--- src/rtl/ptp_rtc_pkg.sv ---
// PTP real-time clock shared definitions.
// Register offsets, time constants, CSR bit positions.
package ptp_rtc_pkg;

  localparam logic [7:0] ADDR_CONTROL   = 8'h00;
  localparam logic [7:0] ADDR_STATUS    = 8'h04;
  localparam logic [7:0] ADDR_INC_NS    = 8'h08;
  localparam logic [7:0] ADDR_INC_FRAC  = 8'h0C;
  localparam logic [7:0] ADDR_SH_SEC_HI = 8'h10;
  localparam logic [7:0] ADDR_SH_SEC_LO = 8'h14;
  localparam logic [7:0] ADDR_SH_NS     = 8'h18;
  localparam logic [7:0] ADDR_TOD_CMD   = 8'h1C;
  localparam logic [7:0] ADDR_ADJ       = 8'h20;

  localparam logic [31:0] NS_PER_SEC = 32'd1_000_000_000;
  localparam logic [31:0] NS_MAX     = 32'd999_999_999;
  localparam logic [29:0] ADJ_MAX    = 30'd999_999_999;

  localparam int CTRL_EN_BIT   = 0;
  localparam int CTRL_IRQ_BIT  = 1;
  localparam int CTRL_SRST_BIT = 31;
  localparam int CMD_LOAD_BIT  = 0;
  localparam int CMD_SNAP_BIT  = 1;
  localparam int ADJ_SIGN_BIT  = 31;

  function automatic logic [29:0] adj_clamp(
    input logic [29:0] m
  );
    return (m > ADJ_MAX) ? ADJ_MAX : m;
  endfunction

endpackage

--- src/rtl/rtc_tod_counter.sv ---
// Time-of-day counter: frac/ns/sec arithmetic, load, offset adjust, pps.
// Ports: clk/rst, enable+increments, load values, adjust, sec/ns, roll/pps.
module rtc_tod_counter
  import ptp_rtc_pkg::*;
(
  input  logic        clk_i,
  input  logic        rst_i,
  input  logic        en_i,
  input  logic [7:0]  inc_ns_i,
  input  logic [31:0] inc_frac_i,
  input  logic        load_i,
  input  logic [47:0] ld_sec_i,
  input  logic [31:0] ld_ns_i,
  input  logic        adj_vld_i,
  input  logic        adj_neg_i,
  input  logic [29:0] adj_mag_i,
  output logic [47:0] sec_o,
  output logic [31:0] ns_o,
  output logic        roll_o,
  output logic        pps_o
);

  localparam logic signed [33:0] ONE_SEC = 34'sd1_000_000_000;
  localparam logic signed [33:0] TWO_SEC = 34'sd2_000_000_000;

  logic [31:0] frac_q, frac_d;
  logic [31:0] ns_q, ns_d;
  logic [47:0] sec_q, sec_d;
  logic        pps_q, pps_d;
  logic        roll;
  logic [32:0] fsum;
  logic signed [33:0] adj_s, t;

  always_comb begin
    fsum   = {1'b0, frac_q} + {1'b0, inc_frac_i};
    adj_s  = '0;
    if (adj_vld_i) begin
      adj_s = adj_neg_i ? -$signed({4'b0, adj_mag_i})
                        :  $signed({4'b0, adj_mag_i});
    end
    t = $signed({2'b0, ns_q}) + adj_s;
    if (en_i) begin
      t = t + $signed({26'b0, inc_ns_i})
            + $signed({33'b0, fsum[32]});
    end
    frac_d = en_i ? fsum[31:0] : frac_q;
    ns_d   = t[31:0];
    sec_d  = sec_q;
    roll   = 1'b0;
    if (load_i) begin
      frac_d = '0;
      sec_d  = ld_sec_i;
      ns_d   = (ld_ns_i > NS_MAX) ? NS_MAX : ld_ns_i;
    end else if (t >= TWO_SEC) begin
      // max positive adjust on top of a near-full second
      ns_d  = t[31:0] - 32'd2_000_000_000;
      sec_d = sec_q + 48'd2;
      roll  = 1'b1;
    end else if (t >= ONE_SEC) begin
      ns_d  = t[31:0] - NS_PER_SEC;
      sec_d = sec_q + 48'd1;
      roll  = 1'b1;
    end else if (t[33]) begin
      ns_d  = t[31:0] + NS_PER_SEC;
      sec_d = sec_q - 48'd1;
    end
    pps_d = roll;
  end

  always_ff @(posedge clk_i) begin
    if (rst_i) begin
      frac_q <= '0;
      ns_q   <= '0;
      sec_q  <= '0;
      pps_q  <= 1'b0;
    end else begin
      frac_q <= frac_d;
      ns_q   <= ns_d;
      sec_q  <= sec_d;
      pps_q  <= pps_d;
    end
  end

  assign sec_o  = sec_q;
  assign ns_o   = ns_q;
  assign roll_o = roll;
  assign pps_o  = pps_q;

endmodule

--- src/rtl/apb_ptp_rtc.sv ---
// APB responder for the PTP real-time clock: decode, CSRs, shadows, IRQ.
// Ports: APB slave (no PREADY), IRQ, rtc_pps, live rtc_sec/rtc_ns.
module apb_ptp_rtc
  import ptp_rtc_pkg::*;
#(
  parameter int unsigned CLK_PERIOD_NS = 8
)(
  input  logic        PCLK,
  input  logic        PRESET,
  input  logic        PSEL,
  input  logic        PENABLE,
  input  logic        PWRITE,
  input  logic [31:0] PADDR,
  input  logic [31:0] PWDATA,
  output logic [31:0] PRDATA,
  output logic        IRQ,
  output logic        rtc_pps,
  output logic [47:0] rtc_sec,
  output logic [31:0] rtc_ns
);

  localparam logic [7:0] INC_RST = 8'(CLK_PERIOD_NS);

  logic        en_q, irq_en_q, pps_st_q;
  logic [7:0]  inc_ns_q;
  logic [31:0] inc_frac_q;
  logic [47:0] sh_sec_q;
  logic [31:0] sh_ns_q;
  logic        load_q, adj_vld_q, adj_neg_q;
  logic [29:0] adj_mag_q;
  logic [31:0] prdata_q, rdata_d;
  logic        wr, rd, srst, cnt_roll;
  logic [7:0]  addr;
  logic        unused_paddr;

  assign addr = PADDR[7:0];
  assign unused_paddr = ^PADDR[31:8];
  assign wr   = PSEL & PENABLE & PWRITE;
  assign rd   = PSEL & ~PENABLE & ~PWRITE;
  // soft reset acts at the write edge so the next cycle is in reset state
  assign srst = PRESET
              | (wr & (addr == ADDR_CONTROL) & PWDATA[CTRL_SRST_BIT]);

  always_comb begin
    rdata_d = '0;
    unique case (addr)
      ADDR_CONTROL:   rdata_d = {30'b0, irq_en_q, en_q};
      ADDR_STATUS:    rdata_d = {31'b0, pps_st_q};
      ADDR_INC_NS:    rdata_d = {24'b0, inc_ns_q};
      ADDR_INC_FRAC:  rdata_d = inc_frac_q;
      ADDR_SH_SEC_HI: rdata_d = {16'b0, sh_sec_q[47:32]};
      ADDR_SH_SEC_LO: rdata_d = sh_sec_q[31:0];
      ADDR_SH_NS:     rdata_d = sh_ns_q;
      default:        rdata_d = '0;
    endcase
  end

  always_ff @(posedge PCLK) begin
    if (srst) begin
      en_q       <= 1'b0;
      irq_en_q   <= 1'b0;
      pps_st_q   <= 1'b0;
      inc_ns_q   <= INC_RST;
      inc_frac_q <= '0;
      sh_sec_q   <= '0;
      sh_ns_q    <= '0;
      load_q     <= 1'b0;
      adj_vld_q  <= 1'b0;
      adj_neg_q  <= 1'b0;
      adj_mag_q  <= '0;
      prdata_q   <= '0;
    end else begin
      load_q    <= 1'b0;
      adj_vld_q <= 1'b0;
      if (rd) prdata_q <= rdata_d;
      if (wr) begin
        unique case (addr)
          ADDR_CONTROL: begin
            en_q     <= PWDATA[CTRL_EN_BIT];
            irq_en_q <= PWDATA[CTRL_IRQ_BIT];
          end
          ADDR_STATUS:    if (PWDATA[0]) pps_st_q <= 1'b0;
          ADDR_INC_NS:    inc_ns_q <= PWDATA[7:0];
          ADDR_INC_FRAC:  inc_frac_q <= PWDATA;
          ADDR_SH_SEC_HI: sh_sec_q[47:32] <= PWDATA[15:0];
          ADDR_SH_SEC_LO: sh_sec_q[31:0] <= PWDATA;
          ADDR_SH_NS:     sh_ns_q <= PWDATA;
          ADDR_TOD_CMD: begin
            load_q <= PWDATA[CMD_LOAD_BIT];
            // load wins; snapshot sees the pre-update counter
            if (PWDATA[CMD_SNAP_BIT] && !PWDATA[CMD_LOAD_BIT]) begin
              sh_sec_q <= rtc_sec;
              sh_ns_q  <= rtc_ns;
            end
          end
          ADDR_ADJ: begin
            adj_vld_q <= 1'b1;
            adj_neg_q <= PWDATA[ADJ_SIGN_BIT];
            adj_mag_q <= adj_clamp(PWDATA[29:0]);
          end
          default: ;
        endcase
      end
      // rollover set beats a same-cycle clear
      if (cnt_roll) pps_st_q <= 1'b1;
    end
  end

  rtc_tod_counter u_tod (
    .clk_i      (PCLK),
    .rst_i      (srst),
    .en_i       (en_q),
    .inc_ns_i   (inc_ns_q),
    .inc_frac_i (inc_frac_q),
    .load_i     (load_q),
    .ld_sec_i   (sh_sec_q),
    .ld_ns_i    (sh_ns_q),
    .adj_vld_i  (adj_vld_q),
    .adj_neg_i  (adj_neg_q),
    .adj_mag_i  (adj_mag_q),
    .sec_o      (rtc_sec),
    .ns_o       (rtc_ns),
    .roll_o     (cnt_roll),
    .pps_o      (rtc_pps)
  );

  assign PRDATA = prdata_q;
  assign IRQ    = pps_st_q & irq_en_q;

endmodule

--- config.mk ---
export PLATFORM = sky130hd
export DESIGN_NAME = apb_ptp_rtc
export DESIGN_NICKNAME = d
export VERILOG_FILES = /design/src/rtl/ptp_rtc_pkg.sv /design/src/rtl/rtc_tod_counter.sv /design/src/rtl/apb_ptp_rtc.sv
export SDC_FILE = /design/constraint.sdc
export NUM_CORES = 1
export LEC_CHECK = 0
export BUFFER_PORTS_ARGS = -buffer_cell sky130_fd_sc_hd__clkbuf_2
export CORE_MARGIN = 1
export CORE_UTILIZATION = 55
export DETAILED_ROUTE_END_ITERATION = 7
export GPL_TIMING_DRIVEN = 0
export MAX_ROUTING_LAYER = met4
export PLACE_DENSITY_LB_ADDON = 0.05
export SLEW_MARGIN = 5
export SYNTH_ARGS = -nofsm -noshare
export SYNTH_HDL_FRONTEND = slang
export SYNTH_SLANG_ARGS = --single-unit
--- constraint.sdc ---
create_clock -name PCLK -period 12.85 [get_ports PCLK]
set_clock_uncertainty 0.15 [all_clocks]
set_input_delay 3.2125 -clock PCLK [delete_from_list [all_inputs] [get_ports PCLK]]
set_output_delay 3.2125 -clock PCLK [all_outputs]
set_load 0.01 [all_outputs]
Word-level counts from Yosys, hierarchy flattened:

Index checks and enable logic that the tools add are counted.

* logic and storage cells: 101
* register bits: 301
* bits of input ports: 69
* output and inout bits: 114

* bitwise logic cells: 12
* equality and inequality tests: 9
* add/sub/neg operators: 11
* $lt $le $gt $ge: 4
* reduce and logical (&&, ||, !) cells: 21
* muxes and demuxes: 27

Operator list (count)
* $mux 48: 5
* $pmux 32 s7: 1
* $mux 32: 6
* $pmux 32 s2: 2
* $mux 34: 3
* $add 48x1->48 const B: 1
* $add 48x2->48 const B: 1
* $sub 48x1->48 const B: 1
* $add 33x34->34: 1
* $add 34x2->34: 1
* $add 34x9->34: 1
* $ge 34x31->1 const B: 1
* $ge 34x32->1 const B: 1
* $neg 30->34: 1
* $add 32x32->33: 1
* $add 32x30->32 const B: 1
* $eq 8x5->1 const B: 4
* $gt 32x30->1 const B: 1
* $pmux 16 s2: 1
* $sub 32x30->32 const B: 1
* $sub 32x31->32 const B: 1
* $gt 30x30->1 const B: 1
* $mux 30: 1
* $eq 8x4->1 const B: 2
* other kinds (16): 44

Longest topological paths before layout:

Gate-level depths: netlist of run 1.

* word-level depth: 13
* gate-level depth with buffers: 52
* mapped depth without buffers: 51

By module:

From an unflattened synthesis of run 1, not the netlist that was laid out.

* cells, all modules: 3085
* area total of the unflattened synthesis: 23595.1 um^2

By module, submodules not included
* rtc_tod_counter: times used 1, cells each 2128, area an instance 15547.4 um^2
* apb_ptp_rtc: times used 1, cells each 957, area an instance 8047.7 um^2

Worst setup path after synthesis of run 1:

Ideal clock, no wire load.

* kind: register to register
* start: register inc_frac_q[0]
* end: register u_tod.sec_q[47], in the netlist u_tod.sec_o[47]
* path slack: 1.176 ns
* cell stages (with the launch flop): 53
* arrival: 11.404 ns
* clock period less this slack: 11.674 ns
* buffers on the path: 1
* data required time: 12.580 ns
* cells stage by stage: dfxtp_1 ha_1 inv_1 fa_1 nor2b_1 o21ai_0 a21boi_0 o21ai_0 a2111o_1 a31oi_1 a41o_1 o2111a_1 o31a_1 o21a_1 o311a_1 o31a_1 o21ai_0 nand2b_1 [17 not listed] nor2_2 inv_1 ha_1 a21o_1 a21oi_1 o21ai_0 nand4_1 a31oi_1 o22a_1 a41o_1 o41ai_1 o311ai_0 a31oi_1 o211ai_1 a31oi_1 xnor2_1 o211ai_1 nor3b_1

* cells in the longest elaborated chain, start to end: 7

RTL lines
* from (decl): RTL line apb_ptp_rtc.sv:26 `logic [31:0] inc_frac_q;`
* from (signal assigned): RTL line apb_ptp_rtc.sv:64 `inc_frac_q <= '0;`
* from (signal assigned): RTL line apb_ptp_rtc.sv:84 `ADDR_INC_FRAC: inc_frac_q <= PWDATA;`
* $add 32x32->33 (*): RTL line rtc_tod_counter.sv:35 `fsum = {1'b0, frac_q} + {1'b0, inc_frac_i};`
* $add 34x2->34 (*): RTL line rtc_tod_counter.sv:44 `+ $signed({33'b0, fsum[32]});`
* $mux 34 (*): RTL line rtc_tod_counter.sv:42 `if (en_i) begin`
* $ge 34x31->1: RTL line rtc_tod_counter.sv:59 `end else if (t >= ONE_SEC) begin`
* $mux 48: RTL line rtc_tod_counter.sv:59
* $mux 48: RTL line rtc_tod_counter.sv:54 `end else if (t >= TWO_SEC) begin`
* $mux 48: RTL line rtc_tod_counter.sv:50 `if (load_i) begin`
* to (signal assigned): RTL line rtc_tod_counter.sv:74 `sec_q <= '0;`
* to (signal assigned): RTL line rtc_tod_counter.sv:79 `sec_q <= sec_d;`
* to (decl): RTL line rtc_tod_counter.sv:28 `logic [47:0] sec_q, sec_d;`

Mark *: on every way between the ends. The rest lies on a longest branch, timed or not.
A chain may end at the register's enable or synchronous reset.

Final worst setup path of run 1:

Same ends and word-level chain as after synthesis.

==> results.ini, run 1 <==
[die]
ioPinCount = 183
design.die.area_mm2 = 0.0422
die_h_um = 206
placementRows = 74
core_mm2 = 0.0408
start_util = 0.558
die_x_um = 206

[power]
switching_share = 0.250
p_sw_w = 0.000510
power.total_w = 0.00204
comb_power_share = 0.045
p_leak_nw = 9.94
p_int_w = 0.00153
pwr_density_cell_mw_per_mm2 = 79.2
p_clk_frac = 0.496
ir_drop_mv = 0.101
pwr-share-seq = 0.459

[global_routing]
grt_pass1_vias = 23810
grt_pass1_wl_mm = 147
antenna_found_initial = 2
grt.overflow.total = 0
grt_usage = 0.480
grt_max_degree = 48

[sta]
final-setup-viol-count = 0
setup_ws_ns = 0.569
relSlewSlack = 0.146
hold_viol_final = 0
max_freq_ghz = 0.0814
min_period_ns = 12.28
whs_ns = 0.337
fin_crit_sh = 0.956
tightest_slew_ns = 1.28
timing.final.max_slew_violations = 0
rsz0062_at_grt = false

[logic_synthesis]
synth_xor_area_frac = 0.0694
ys_warn_count = 0
synth_mux_area_frac = 0.0252
ys_types = 106
synthAdderAreaFrac = 0.0736
netlist_instances = 3001
synth-main-ff-cell = dfxtp_1
yosys.area_share.simple = 0.226
synth_top_family_by_area = compound AO/OA/AOI/OAI gates
synth_top_cell_by_area = dfxtp_1
yosysSeqAreaShare = 0.265
synth.avg_cell_area_um2 = 7.59
synth_top_area_share = 0.265
async_flop_share = 0
syn-cell-area_mm2 = 0.0228
synth.net_count = 3201
synth_edf_count = 0
synth_compound_area_frac = 0.299
synth_seq_cells = 301
synthTopCellsByArea = dfxtp_1 (26%), ha_1 (6.9%), nand2_1 (6.0%)

[setup_path]
worst_ep_required_time_ns = 13.15
cp_common_cell = o21ai_0
critPathLaunchType = flip-flop
cp_slowest_cell = a311o_2
critical_path_buf_inv_count = 5
reg2reg_depth = 52
arrival_ns = 12.58
crit_family = compound AO/OA/AOI/OAI gates
cp_max_fo = 24
slowest_delay_ns = 0.47
critical_path_class = reg -> reg
end_kind = flip-flop
crit_cells = 52

[clocking]
htreeDepth = 2
clockBufferDepth = 3
clk_latency_ns = 0.54
cts_root_buf = clkbuf_16
clkTransAtPathRegs_ns = 0.07
tritoncts = yes
cts-buffers-inserted = 34
cts_sinks = 301

[detailed_routing]
via_per_inst = 6.98
wl_per_cell_um = 27.1
dr.pass1.iters = 8
ant_nets = 0
drc = 4
first_iter_violations = 3587
drt-total-wl_mm = 102
routed-via-count = 26305

[placement]
place_ws_ns = -1.14
port_buffers = 157
hpwl_mm = 78.6
gpl.final_weighted_congestion = 1.14
dpl-instance-area_mm2 = 0.0243

[cells_and_area]
layout_common_cells = nand2_1 (363), dfxtp_1 (301), nor2_1 (278)
stdcell_area_mm2 = 0.0257
drive_gt1_frac = 0.119
final_common_cell = nand2_1
nFillCells = 3729
nets = 3405
area_growth_syn_to_layout_pct = 13.0

[hold_path]
hp-class = reg -> reg
whs_path_depth = 2

[flow_run]
maxCapViolCount = 0

[status]
outcome = finished, violations left
violations = design-rule violations

-- per-stage QoR --
step,util,cells,setup TNS [ns]
3_5_place_dp,0.594,3692,-13.38
4_1_cts,0.624,3756,0
6_report,0.630,3768,0
3_3_place_gp,0.593,3690,-39.25
2_1_floorplan,-,3001,0
5_1_grt,0.630,3765,0
-- registers in the layout, indices dropped and copies added, names as in the netlist --
name,count
sh_sec_q,48
u_tod.sec_o,48
PRDATA,32
inc_frac_q,32
sh_ns_q,32
u_tod.frac_q,32
u_tod.ns_o,32
adj_mag_q,30
inc_ns_q,8
adj_neg_q,1
adj_vld_q,1
en_q,1
irq_en_q,1
load_q,1
pps_st_q,1
u_tod.pps_o,1
-- cells in the mapped netlist, drive strengths merged (46+ instances only) --
cell / count
xnor2: 132
buf: 48
inv: 55
nor2: 281
ha: 126
and2: 47
a21oi: 258
dfxtp: 301
o21ai: 226
xor2: 46
clkbuf: 130
nand2: 368
nand3: 76
a31oi: 106
nor3: 64
mux2i: 54
-- power groups by stage --
stage | combinational [W] | sequential (W) | clock [W]
after floorplan | 0.0000369 | 0.000955 | 0
after global placement | 0.0000830 | 0.000956 | 0
after detailed placement | 0.0000840 | 0.000956 | 0
after CTS | 0.0000844 | 0.000935 | 0.00100
after global routing | 0.0000914 | 0.000935 | 0.00104
final | 0.0000919 | 0.000935 | 0.00101
-- per-layer routing --
layer  vias up  wire length, µm  global-route usage
met3       474            12200               0.109
li1      11595                -                   -
met5         -                0                   -
met1     12373            38700               0.586
met2      1863            43100               0.705
met4         0             8000               0.315
-- timing repair --
item / CTS / global route
endpoints found under the setup margin: 24 / 31
pin swaps: 2 / 5
setup buffers: 2 / 6
cloned: 0 / 1
resized for setup: 14 / 33
hold buffers: 0 / 0
-- worst register-to-register path, delay by kind of cell (launching register included) --
kind                       cells  cell delay [ns]
DFF                            1             0.40
and+or+nand+nor               11             2.29
xor gates and xnor gates       1             0.14
buffers and inverters          5             0.80
AOI/OAI and AO/OA             30             6.63
adders and majority gates      5             1.78
-- area by class of cell --
| type | instances | area, µm² | area share |
|---|---|---|---|
| inverters | 55 | 211 | 0.00821 |
| clock buffers | 43 | 925 | 0.0359 |
| well taps | 532 | 666 | 0.0259 |
| diodes | 5 | 12.5 | 0.000486 |
| clock inverters | 19 | 205 | 0.00797 |
| flip-flops and latches | 301 | 6030 | 0.234 |
| repair buffers | 168 | 903 | 0.0351 |
| plain buffers | 178 | 756 | 0.0294 |
| multi-input cells | 2467 | 16000 | 0.623 |
-- logic make-up after synthesis --
family                   after synthesis
XOR/XNOR                             178
adder cells (fa/ha/maj)              131
AO/OA/AOI/OAI                       1015
AND/OR/NAND/NOR                     1086
buffers and inverters                233
flip-flops                           301
multiplexers                          57
-- path summary, 6_finish.rpt --
path              slack (ns)                            to                  startpoint
hold / removal          0.34  u_tod.sec_o[27]$_SDFFE_PP0P_   sh_sec_q[27]$_SDFFE_PP0P_
hold reg to reg         0.34  u_tod.sec_o[27]$_SDFFE_PP0P_   sh_sec_q[27]$_SDFFE_PP0P_
setup reg to reg        0.57  u_tod.sec_o[47]$_SDFFE_PP0P_  inc_frac_q[0]$_SDFFE_PP0P_
setup / recovery        0.57  u_tod.sec_o[47]$_SDFFE_PP0P_  inc_frac_q[0]$_SDFFE_PP0P_
No activity file was read; power rests on OpenSTA's default activity.
==> run 2: changes to the inputs <==
--- a/config.mk
+++ b/config.mk
@@ -13,4 +13,5 @@
 export MAX_ROUTING_LAYER = met4
 export PLACE_DENSITY_LB_ADDON = 0.05
+export SKIP_CTS_REPAIR_TIMING = 1
 export SLEW_MARGIN = 5
 export SYNTH_ARGS = -nofsm -noshare
--- a/constraint.sdc
+++ b/constraint.sdc
@@ -3,3 +3,3 @@
 set_input_delay 3.2125 -clock PCLK [delete_from_list [all_inputs] [get_ports PCLK]]
 set_output_delay 3.2125 -clock PCLK [all_outputs]
-set_load 0.01 [all_outputs]
+set_load 0.005 [all_outputs]
==> run 2 against run 1 <==
Compared with the run above:
- the run still ends with design-rule violations left
- clock power is essentially flat
- flip-flop and latch count is the same
- sequential power is essentially flat
- global-route usage shrank 0.13 points
- register-to-register slack lost 0.07 ns
- critical path depth grew 1
- non-clock buffer count grew 2
- worst hold slack lost 0.0019 ns
- count of clock-buffer cells in the layout is the same
- largest cell class unchanged
- highest routed layer unchanged
==> results.ini, run 2 (synthesized netlist as in run 1, its figures left out) <==
[status]
outcome = finished, violations left
violations = design-rule violations

[die]
ioPinCount = 183  ; unchanged
design.die.area_mm2 = 0.0422  ; unchanged
placementRows = 74  ; unchanged
core_mm2 = 0.0408  ; unchanged
die_h_um = 206  ; unchanged
start_util = 0.558  ; unchanged
die_x_um = 206  ; unchanged

[setup_path]
cp_slowest_cell = a311o_2
slowest_delay_ns = 0.47  ; about the same
crit_family = compound AO/OA/AOI/OAI gates
cp_max_fo = 24  ; unchanged
worst_ep_required_time_ns = 13.15  ; about the same
cp-startpoint = inc_frac_q[0]$_SDFFE_PP0P_
critPathLaunchType = flip-flop
critical_path_buf_inv_count = 6  ; +1
r2r_slack_ns = 0.50  ; -0.07 ns
reg2reg_depth = 53  ; +1.9%
arrival_ns = 12.65  ; +0.07 ns
endpoint = u_tod.sec_o[47]$_SDFFE_PP0P_
timing.rr.end = u_tod.sec_o[47]$_SDFFE_PP0P_
critical_path_class = reg -> reg
crit_cells = 53  ; +1.9%
r2r-start = inc_frac_q[0]$_SDFFE_PP0P_
end_kind = flip-flop

[clocking]
htreeDepth = 2  ; unchanged
cts-buffers-inserted = 34  ; unchanged
clkTransAtPathRegs_ns = 0.07  ; about the same
cts_sinks = 301  ; unchanged
tritoncts = yes
clockBufferDepth = 3  ; unchanged
clk_latency_ns = 0.54  ; about the same
cts_root_buf = clkbuf_16

[power]
p_leak_nw = 9.96  ; +0.16%
ir_drop_mv = 0.101  ; +0.26%
pwr_density_cell_mw_per_mm2 = 79.2  ; about the same

[detailed_routing]
dr.pass1.iters = 8  ; unchanged
ant_nets = 0  ; unchanged
routed-via-count = 26240  ; -0.25%
drc = 31  ; +27
via_per_inst = 6.97  ; -0.22%
wl_per_cell_um = 27.0  ; -0.16%
first_iter_violations = 3761  ; +4.9%
drt-total-wl_mm = 102  ; -0.19%

[cells_and_area]
multiInputGateArea_mm2 = 0.0160  ; about the same
drive_gt1_frac = 0.120  ; +0.000854
nFillCells = 3727  ; -0.054%
layout_common_cells = nand2_1 (363), dfxtp_1 (301), nor2_1 (278)
nets = 3407  ; +0.059%
final_common_cell = nand2_1
regArea_mm2 = 0.00603  ; unchanged
area_growth_syn_to_layout_pct = 13.0  ; about the same
stdcell_area_mm2 = 0.0258  ; about the same

[sta]
hold_viol_final = 0  ; unchanged
relSlewSlack = 0.123  ; -0.0233
tightest_slew_ns = 1.31  ; +0.0301 ns
whs_ns = 0.335  ; -0.00194 ns
min_period_ns = 12.35  ; +0.0663 ns
final-setup-viol-count = 0  ; unchanged
final.setup.tns_ns = 0  ; unchanged
timing.final.max_slew_violations = 0  ; unchanged
max_freq_ghz = 0.0810  ; -0.54%
fin_crit_sh = 0.961  ; +0.00516

[placement]
gpl.final_weighted_congestion = 1.14  ; unchanged
hpwl_mm = 78.6  ; unchanged
port_buffers = 157  ; unchanged
dpl-instance-area_mm2 = 0.0243  ; unchanged

[global_routing]
grt_pass1_vias = 23785  ; -0.10%
grt_max_degree = 48  ; unchanged
grt.overflow.total = 0  ; unchanged
grt_usage = 0.478  ; -0.00128
grt_pass1_wl_mm = 147  ; -0.33%
antenna_found_initial = 2  ; unchanged

[flow_run]
maxCapViolCount = 0  ; unchanged

[hold_path]
hp-class = reg -> reg

==> run 2: final cells by class <==
class / count / area share
diodes: 2 / 0.000194
plain buffers: 178 / 0.0293
clock buffers: 43 / 0.0359
clock inverters: 19 / 0.00797
inverters: 55 / 0.00821
multi-input cells: 2467 / 0.623
flip-flops and latches: 301 / 0.234
well taps: 532 / 0.0258
repair buffers: 170 / 0.0357
==> run 2: worst min-delay path by stage <==
stage	from	end	slack (ns)	cells past startpoint
final	sh_sec_q[27]$_SDFFE_PP0P_	u_tod.sec_o[27]$_SDFFE_PP0P_	0.33	2
after global routing	inc_frac_q[30]$_SDFFE_PP0P_	inc_frac_q[30]$_SDFFE_PP0P_	0.35	2
after detailed placement	PRDATA[30]$_SDFFE_PP0P_	PRDATA[30]$_SDFFE_PP0P_	0.33	2
after floorplan	sh_sec_q[31]$_SDFFE_PP0P_	u_tod.sec_o[31]$_SDFFE_PP0P_	0.29	2
after CTS	sh_sec_q[27]$_SDFFE_PP0P_	u_tod.sec_o[27]$_SDFFE_PP0P_	0.34	2
after global placement	u_tod.frac_q[12]$_SDFFE_PP0P_	u_tod.frac_q[12]$_SDFFE_PP0P_	0.31	2
==> run 2: metrics by stage <==
stage               setup slack (ns)  std cells  total power [W]  utilization
detailed placement             -1.14       3692          0.00104        0.594
floorplan                       1.18       3001         0.000992            -
global route                 -0.0269       3767          0.00206        0.631
CTS                            -1.26       3754          0.00202        0.622
finish                         0.502       3767          0.00204        0.631
global placement               -1.96       3690          0.00104        0.593
==> run 2: metal layers <==
metal  track usage  up-vias  share of wire
met3         0.111      453           0.12
met5             -        -              0
met2         0.702     1780           0.42
met4         0.314        0          0.078
met1         0.584    12383           0.38
li1              -    11624              -
==> run 2: power by group <==
group | switching [W] | internal [W] | total, W | leakage, nW
Combinational | 0.0000734 | 0.0000182 | 0.0000917 | 6.99
Sequential | 0.00000143 | 0.000934 | 0.000935 | 2.42
Clock | 0.000435 | 0.000578 | 0.00101 | 0.545
==> run 2: worst register-to-register path, delay by kind of cell, from the launching register on <==
kind | cells | cell delay, ns
flops | 1 | 0.42
buf+inv | 6 | 1.01
simple gates | 11 | 2.28
compound gates | 30 | 6.44
fa+ha+maj | 5 | 1.80
xor+xnor | 1 | 0.14
